==> src/rtl/mesh_pipe_array_valid.sv <==
// mesh_pipe_array_valid
//   A row of independent data+valid delay lanes for mesh links. Lane 0 uses
//   LSB_PIPE_DEPTH stages, the last lane uses MSB_PIPE_DEPTH stages, and every
//   lane in between uses MID_PIPE_DEPTH stages. The lanes share a stall
//   (enable), a flush and an async reset. Each lane keeps an occupancy count,
//   which lets control logic tell when in-flight traffic has drained.
// Ports
//   clock      rising-edge clock
//   reset      asynchronous, active-high
//   enable     1 = every lane advances one stage; 0 = every lane holds
//   flush      drops all valid bits and counts; data registers keep their values
//   in         lane i data at [i*WIDTH +: WIDTH]
//   in_valid   lane i input valid
//   out        lane i delayed data
//   out_valid  lane i delayed valid
//   lane_busy  lane i holds at least one valid entry
//   drained    no lane holds a valid entry
module mesh_pipe_array_valid #(
  parameter int LSB_PIPE_DEPTH  = 1,
  parameter int MID_PIPE_DEPTH  = 2,
  parameter int MSB_PIPE_DEPTH  = 1,
  parameter int WIDTH           = 36,
  parameter int PIPE_ARRAY_SIZE = 4
) (
  input  logic                             clock,
  input  logic                             reset,
  input  logic                             enable,
  input  logic                             flush,
  input  logic [WIDTH*PIPE_ARRAY_SIZE-1:0] in,
  input  logic [PIPE_ARRAY_SIZE-1:0]       in_valid,
  output logic [WIDTH*PIPE_ARRAY_SIZE-1:0] out,
  output logic [PIPE_ARRAY_SIZE-1:0]       out_valid,
  output logic [PIPE_ARRAY_SIZE-1:0]       lane_busy,
  output logic                             drained
);

  localparam int MAX_DEPTH_LM = (LSB_PIPE_DEPTH > MID_PIPE_DEPTH) ? LSB_PIPE_DEPTH : MID_PIPE_DEPTH;
  localparam int MAX_DEPTH    = (MAX_DEPTH_LM > MSB_PIPE_DEPTH) ? MAX_DEPTH_LM : MSB_PIPE_DEPTH;
  localparam int COUNT_WIDTH  = (MAX_DEPTH < 1) ? 1 : $clog2(MAX_DEPTH + 1);

  function automatic int lane_depth(input int idx);
    if (idx == 0)                        return LSB_PIPE_DEPTH;
    else if (idx == PIPE_ARRAY_SIZE - 1) return MSB_PIPE_DEPTH;
    else                                 return MID_PIPE_DEPTH;
  endfunction

  for (genvar i = 0; i < PIPE_ARRAY_SIZE; i++) begin : g_lane
    localparam int D = lane_depth(i);

    if (D == 0) begin : g_wire
      // A zero-depth lane is a plain wire and never counts as occupied.
      assign out[i*WIDTH +: WIDTH] = in[i*WIDTH +: WIDTH];
      assign out_valid[i]          = in_valid[i];
      assign lane_busy[i]          = 1'b0;
    end else begin : g_pipe
      logic [WIDTH-1:0]       s_q [D];
      logic [WIDTH-1:0]       s_d [D];
      logic [D-1:0]           v_q;
      logic [D-1:0]           v_d;
      logic [COUNT_WIDTH-1:0] cnt_q;
      logic [COUNT_WIDTH-1:0] cnt_d;

      always_comb begin
        s_d   = s_q;
        v_d   = v_q;
        cnt_d = cnt_q;
        if (flush) begin
          // Flush wins over enable; the word presented this edge is dropped too.
          v_d   = '0;
          cnt_d = '0;
        end else if (enable) begin
          s_d[0] = in[i*WIDTH +: WIDTH];
          v_d[0] = in_valid[i];
          for (int k = 1; k < D; k++) begin
            s_d[k] = s_q[k-1];
            v_d[k] = v_q[k-1];
          end
          // Enter and exit in the same cycle cancel out; the count stays in 0..D.
          cnt_d = cnt_q + COUNT_WIDTH'(in_valid[i]) - COUNT_WIDTH'(v_q[D-1]);
        end
      end

      always_ff @(posedge clock or posedge reset) begin
        if (reset) begin
          for (int k = 0; k < D; k++) s_q[k] <= '0;
          v_q   <= '0;
          cnt_q <= '0;
        end else begin
          s_q   <= s_d;
          v_q   <= v_d;
          cnt_q <= cnt_d;
        end
      end

      assign out[i*WIDTH +: WIDTH] = s_q[D-1];
      assign out_valid[i]          = v_q[D-1];
      assign lane_busy[i]          = (cnt_q != '0);
    end
  end

  // Zero-depth lanes always report lane_busy=0, so they never affect drained.
  assign drained = ~|lane_busy;

endmodule

==> config.mk <==
export PLATFORM = sky130hd
export DESIGN_NAME = mesh_pipe_array_valid
export DESIGN_NICKNAME = d
export VERILOG_FILES = /design/src/rtl/mesh_pipe_array_valid.sv
export SDC_FILE = /design/constraint.sdc
export NUM_CORES = 1
export LEC_CHECK = 0
export BUFFER_PORTS_ARGS = -buffer_cell sky130_fd_sc_hd__buf_2
export CORE_MARGIN = 2
export CORE_UTILIZATION = 52
export DETAILED_ROUTE_END_ITERATION = 10
export PLACE_DENSITY = 0.82
export SYNTH_ARGS = -nofsm -noshare
export SYNTH_HDL_FRONTEND = slang
export SYNTH_SLANG_ARGS = --single-unit
export TNS_END_PERCENT = 50
==> constraint.sdc <==
create_clock -name clock -period 9.45 [get_ports clock]
set_clock_uncertainty 0.1 [all_clocks]
set_input_delay 0.945 -clock clock [delete_from_list [all_inputs] [get_ports clock]]
set_output_delay 0.945 -clock clock [all_outputs]
set_load 0.02 [all_outputs]
==> metrics <==
Ports 305; final worst-path cycle share 34.3%; normalized max-slew margin between 20% and 30%; Max clock buf depth 3; Seq pwr share a little over two fifths; Max FO, Critical Path 72; Top delay family on crit path buffers and inverters; final setup TNS 0 ps; Synth Cell Area between 10,000 and 15,000 um^2; fin crit period between 3000 and 4000 ps; WHS Path Cells 1; most used cell, CP buf_4; DR WL/cell approximately 17 um; Multi-input gate area between 3000 and 4000 um^2; crit-path max cell delay just under 900 ps; reg2reg end g_lane[1].g_pipe.cnt_q[1]$_DFFE_PP0P_; Avg Cell Area, Syn approximately 16 um^2; CP startpoint kind primary input; core area between 15,000 and 20,000 um^2; vias per cell roughly 4.8; Final setup violation count 0; critical path's slowest cell buf_4; total CTS buffers 25; post-synthesis sequential area ratio between 50% and 60%; H-Tree Depth 1; Critical Path Stages 5; status completed; Final ANT Viol Nets 0; syn nets between 700 and 800; Synth Area in Compound Gates less than 1%; Gate Count Post-Synth 613; commonest non-fill, non-tap cell in the layout buf_2; highest clock rate slightly above 0.3 GHz; Syn-to-layout area delta 19.5%; Post-CTS Setup Bufs 0; Die Y ~140 um; clock share of power approximately 36%; Sink Count between 200 and 250; layout cells sized above 1 67.1%; Worst R2R Setup Slack slightly below 8000 ps; R2R cell count 6; yosys warns 0; sum of routed wire length over all layers roughly 19 mm; Gate power share 21.6%; Worst EP arrival 3530 ps; Vias around 5,400; DR pass1 iterations 4; largest family of logic cells by synthesized area multiplexers; commonest cells after routing, fill and taps aside buf_2, dfrtp_1, mux2_4, mux2_2, clkbuf_16; cts repair resizes 0; antenna violations before repair 1; synth unique cells 19; number of max-cap violations 0; clock latency on the worst-skew pair 500 ps; final-layout fill cell count 1,338; pin count of the biggest net entering global routing ~150; Rows 50; Diodes inserted 0; Post-route DRC 0; Die W about 140 um; register area approximately 5800 um^2; Peak supply drop 0.154 mV; mux contribution to synthesized area a little under a third; Crit. End Element flip-flop; initial DRC count between 200 and 250; Worst R2R Start g_lane[1].g_pipe.v_q[1]$_DFFE_PP0P_; Clock Tree Root clkbuf_16; switch share about 27%; RSZ-0062 raised after global routing no; Starting Density 53.2%; vias in the first global route 5,595; Pins Over Slew Limit 0; grt total ovfl 0; Worst-path clk slew around 60 ps; PD cells about 250 nW/um^2; Bufs and invs on worst path 3; worst-margin pin slew ~1100 ps; hold crit path type reg2reg; Layout Nets around 1,000; leakage power ~6 nW; internal power 2.16 mW; critical-path cell list buf_2, nor2b_4, buf_4, buf_4, mux2_2; CTS tree built; Pwr Total approximately 3.0 mW; # hold bufs at CTS 0; Post-Synth XOR/XNOR Area less than 1%; Yosys reg bits 230; dpl hpwl ~13 mm; Hold Vio Cnt, Final 0; die area 20,400 um^2; worst hold start g_lane[3].g_pipe.s_q[33]$_DFFE_PP0P_; first-pass GRT wire length approximately 29 mm; Synth Area in Simple Gates approximately 1.2%; WHS Endpoint g_lane[3].g_pipe.s_q[33]$_DFFE_PP0P_; Net Sw Power about 800 uW; GPL Wtd Cong approximately 0.75; port buffer count 304; WS Path Type in2reg; WP data required slightly below 10,000 ps; post-synthesis adder-cell area fraction less than 1%; Total Routing Usage GR 17.7%
==> cells in the mapped netlist <==
master	n	area share (%)
a21oi_1	4	0.20
a31o_2	4	0.35
buf_1	1	0.037
buf_2	9	0.45
buf_4	76	5.7
buf_6	7	0.79
buf_8	11	1.6
dfrtp_1	230	57
ha_1	8	1.0
inv_1	9	0.34
mux2_2	76	8.5
mux2_4	140	21
mux2i_1	10	1.0
nand2b_1	4	0.25
nor2_1	14	0.52
nor2b_4	1	0.14
nor4_1	1	0.062
or2_2	4	0.25
xor2_1	4	0.35
==> metrics by stage <==
stage / area, um^2 / setup slack [ps] / hold slack, ps / std cells / util (%)
3_3_place_gp: 11100 / 5760 / 382 / 1078 / 58.7
3_5_place_dp: 11100 / 5720 / 386 / 1078 / 58.7
5_1_grt: 12000 / 6050 / 414 / 1123 / 63.6
4_1_cts: 12000 / 6250 / 404 / 1123 / 63.6
6_report: 12000 / 6210 / 400 / 1123 / 63.6
2_1_floorplan: 10000 / 2100 / 376 / 613 / -
==> sequential cells by signal, indices dropped and copies added, names as in the netlist <==
name and count:
g_lane.g_pipe.cnt_q 8, g_lane.g_pipe.s_q 144, g_lane.g_pipe.v_q 6, out 72
==> layout make-up <==
cell class,instances,share of cell area [%]
well taps,260,2.71
inverters,9,0.345
clock buffers,35,6.29
repair buffers,309,13.0
multi-input cells,270,28.1
flip-flops and latches,230,48.0
clock inverters,10,1.48
==> worst max path at each step <==
stage	end	from	slack, ps
after global routing	g_lane[3].g_pipe.s_q[28]$_DFFE_PP0P_	enable	6050
after floorplan	g_lane[0].g_pipe.cnt_q[0]$_DFFE_PP0P_	reset	2100
final	g_lane[3].g_pipe.s_q[1]$_DFFE_PP0P_	enable	6210
after CTS	g_lane[3].g_pipe.s_q[25]$_DFFE_PP0P_	enable	6250
after detailed placement	g_lane[3].g_pipe.s_q[25]$_DFFE_PP0P_	enable	5720
after global placement	g_lane[0].g_pipe.s_q[32]$_DFFE_PP0P_	enable	5760
==> kinds of logic (layout without fill, tap and decap cells) <==
kind of cell,after synthesis,after routing
fa+ha+maj,8,8
compound gates,8,8
mux,226,226
flops,230,230
xor+xnor,4,4
simple gates,24,24
buf+inv,113,363
==> power groups by stage <==
stage	combinational (mW)	sequential, mW	clock, mW
after floorplan	0.501	1.30	0
after global placement	0.632	1.26	0
after detailed placement	0.648	1.26	0
after CTS	0.649	1.25	1.09
after global routing	0.683	1.27	1.14
final	0.641	1.25	1.07
==> routing by layer <==
layer	track usage (%)	share of wire, %
met5	0	0
met4	4.53	1.7
met3	6.17	9.3
met2	28.6	46
met1	23.1	43
Power figures use the tool's default switching activity.
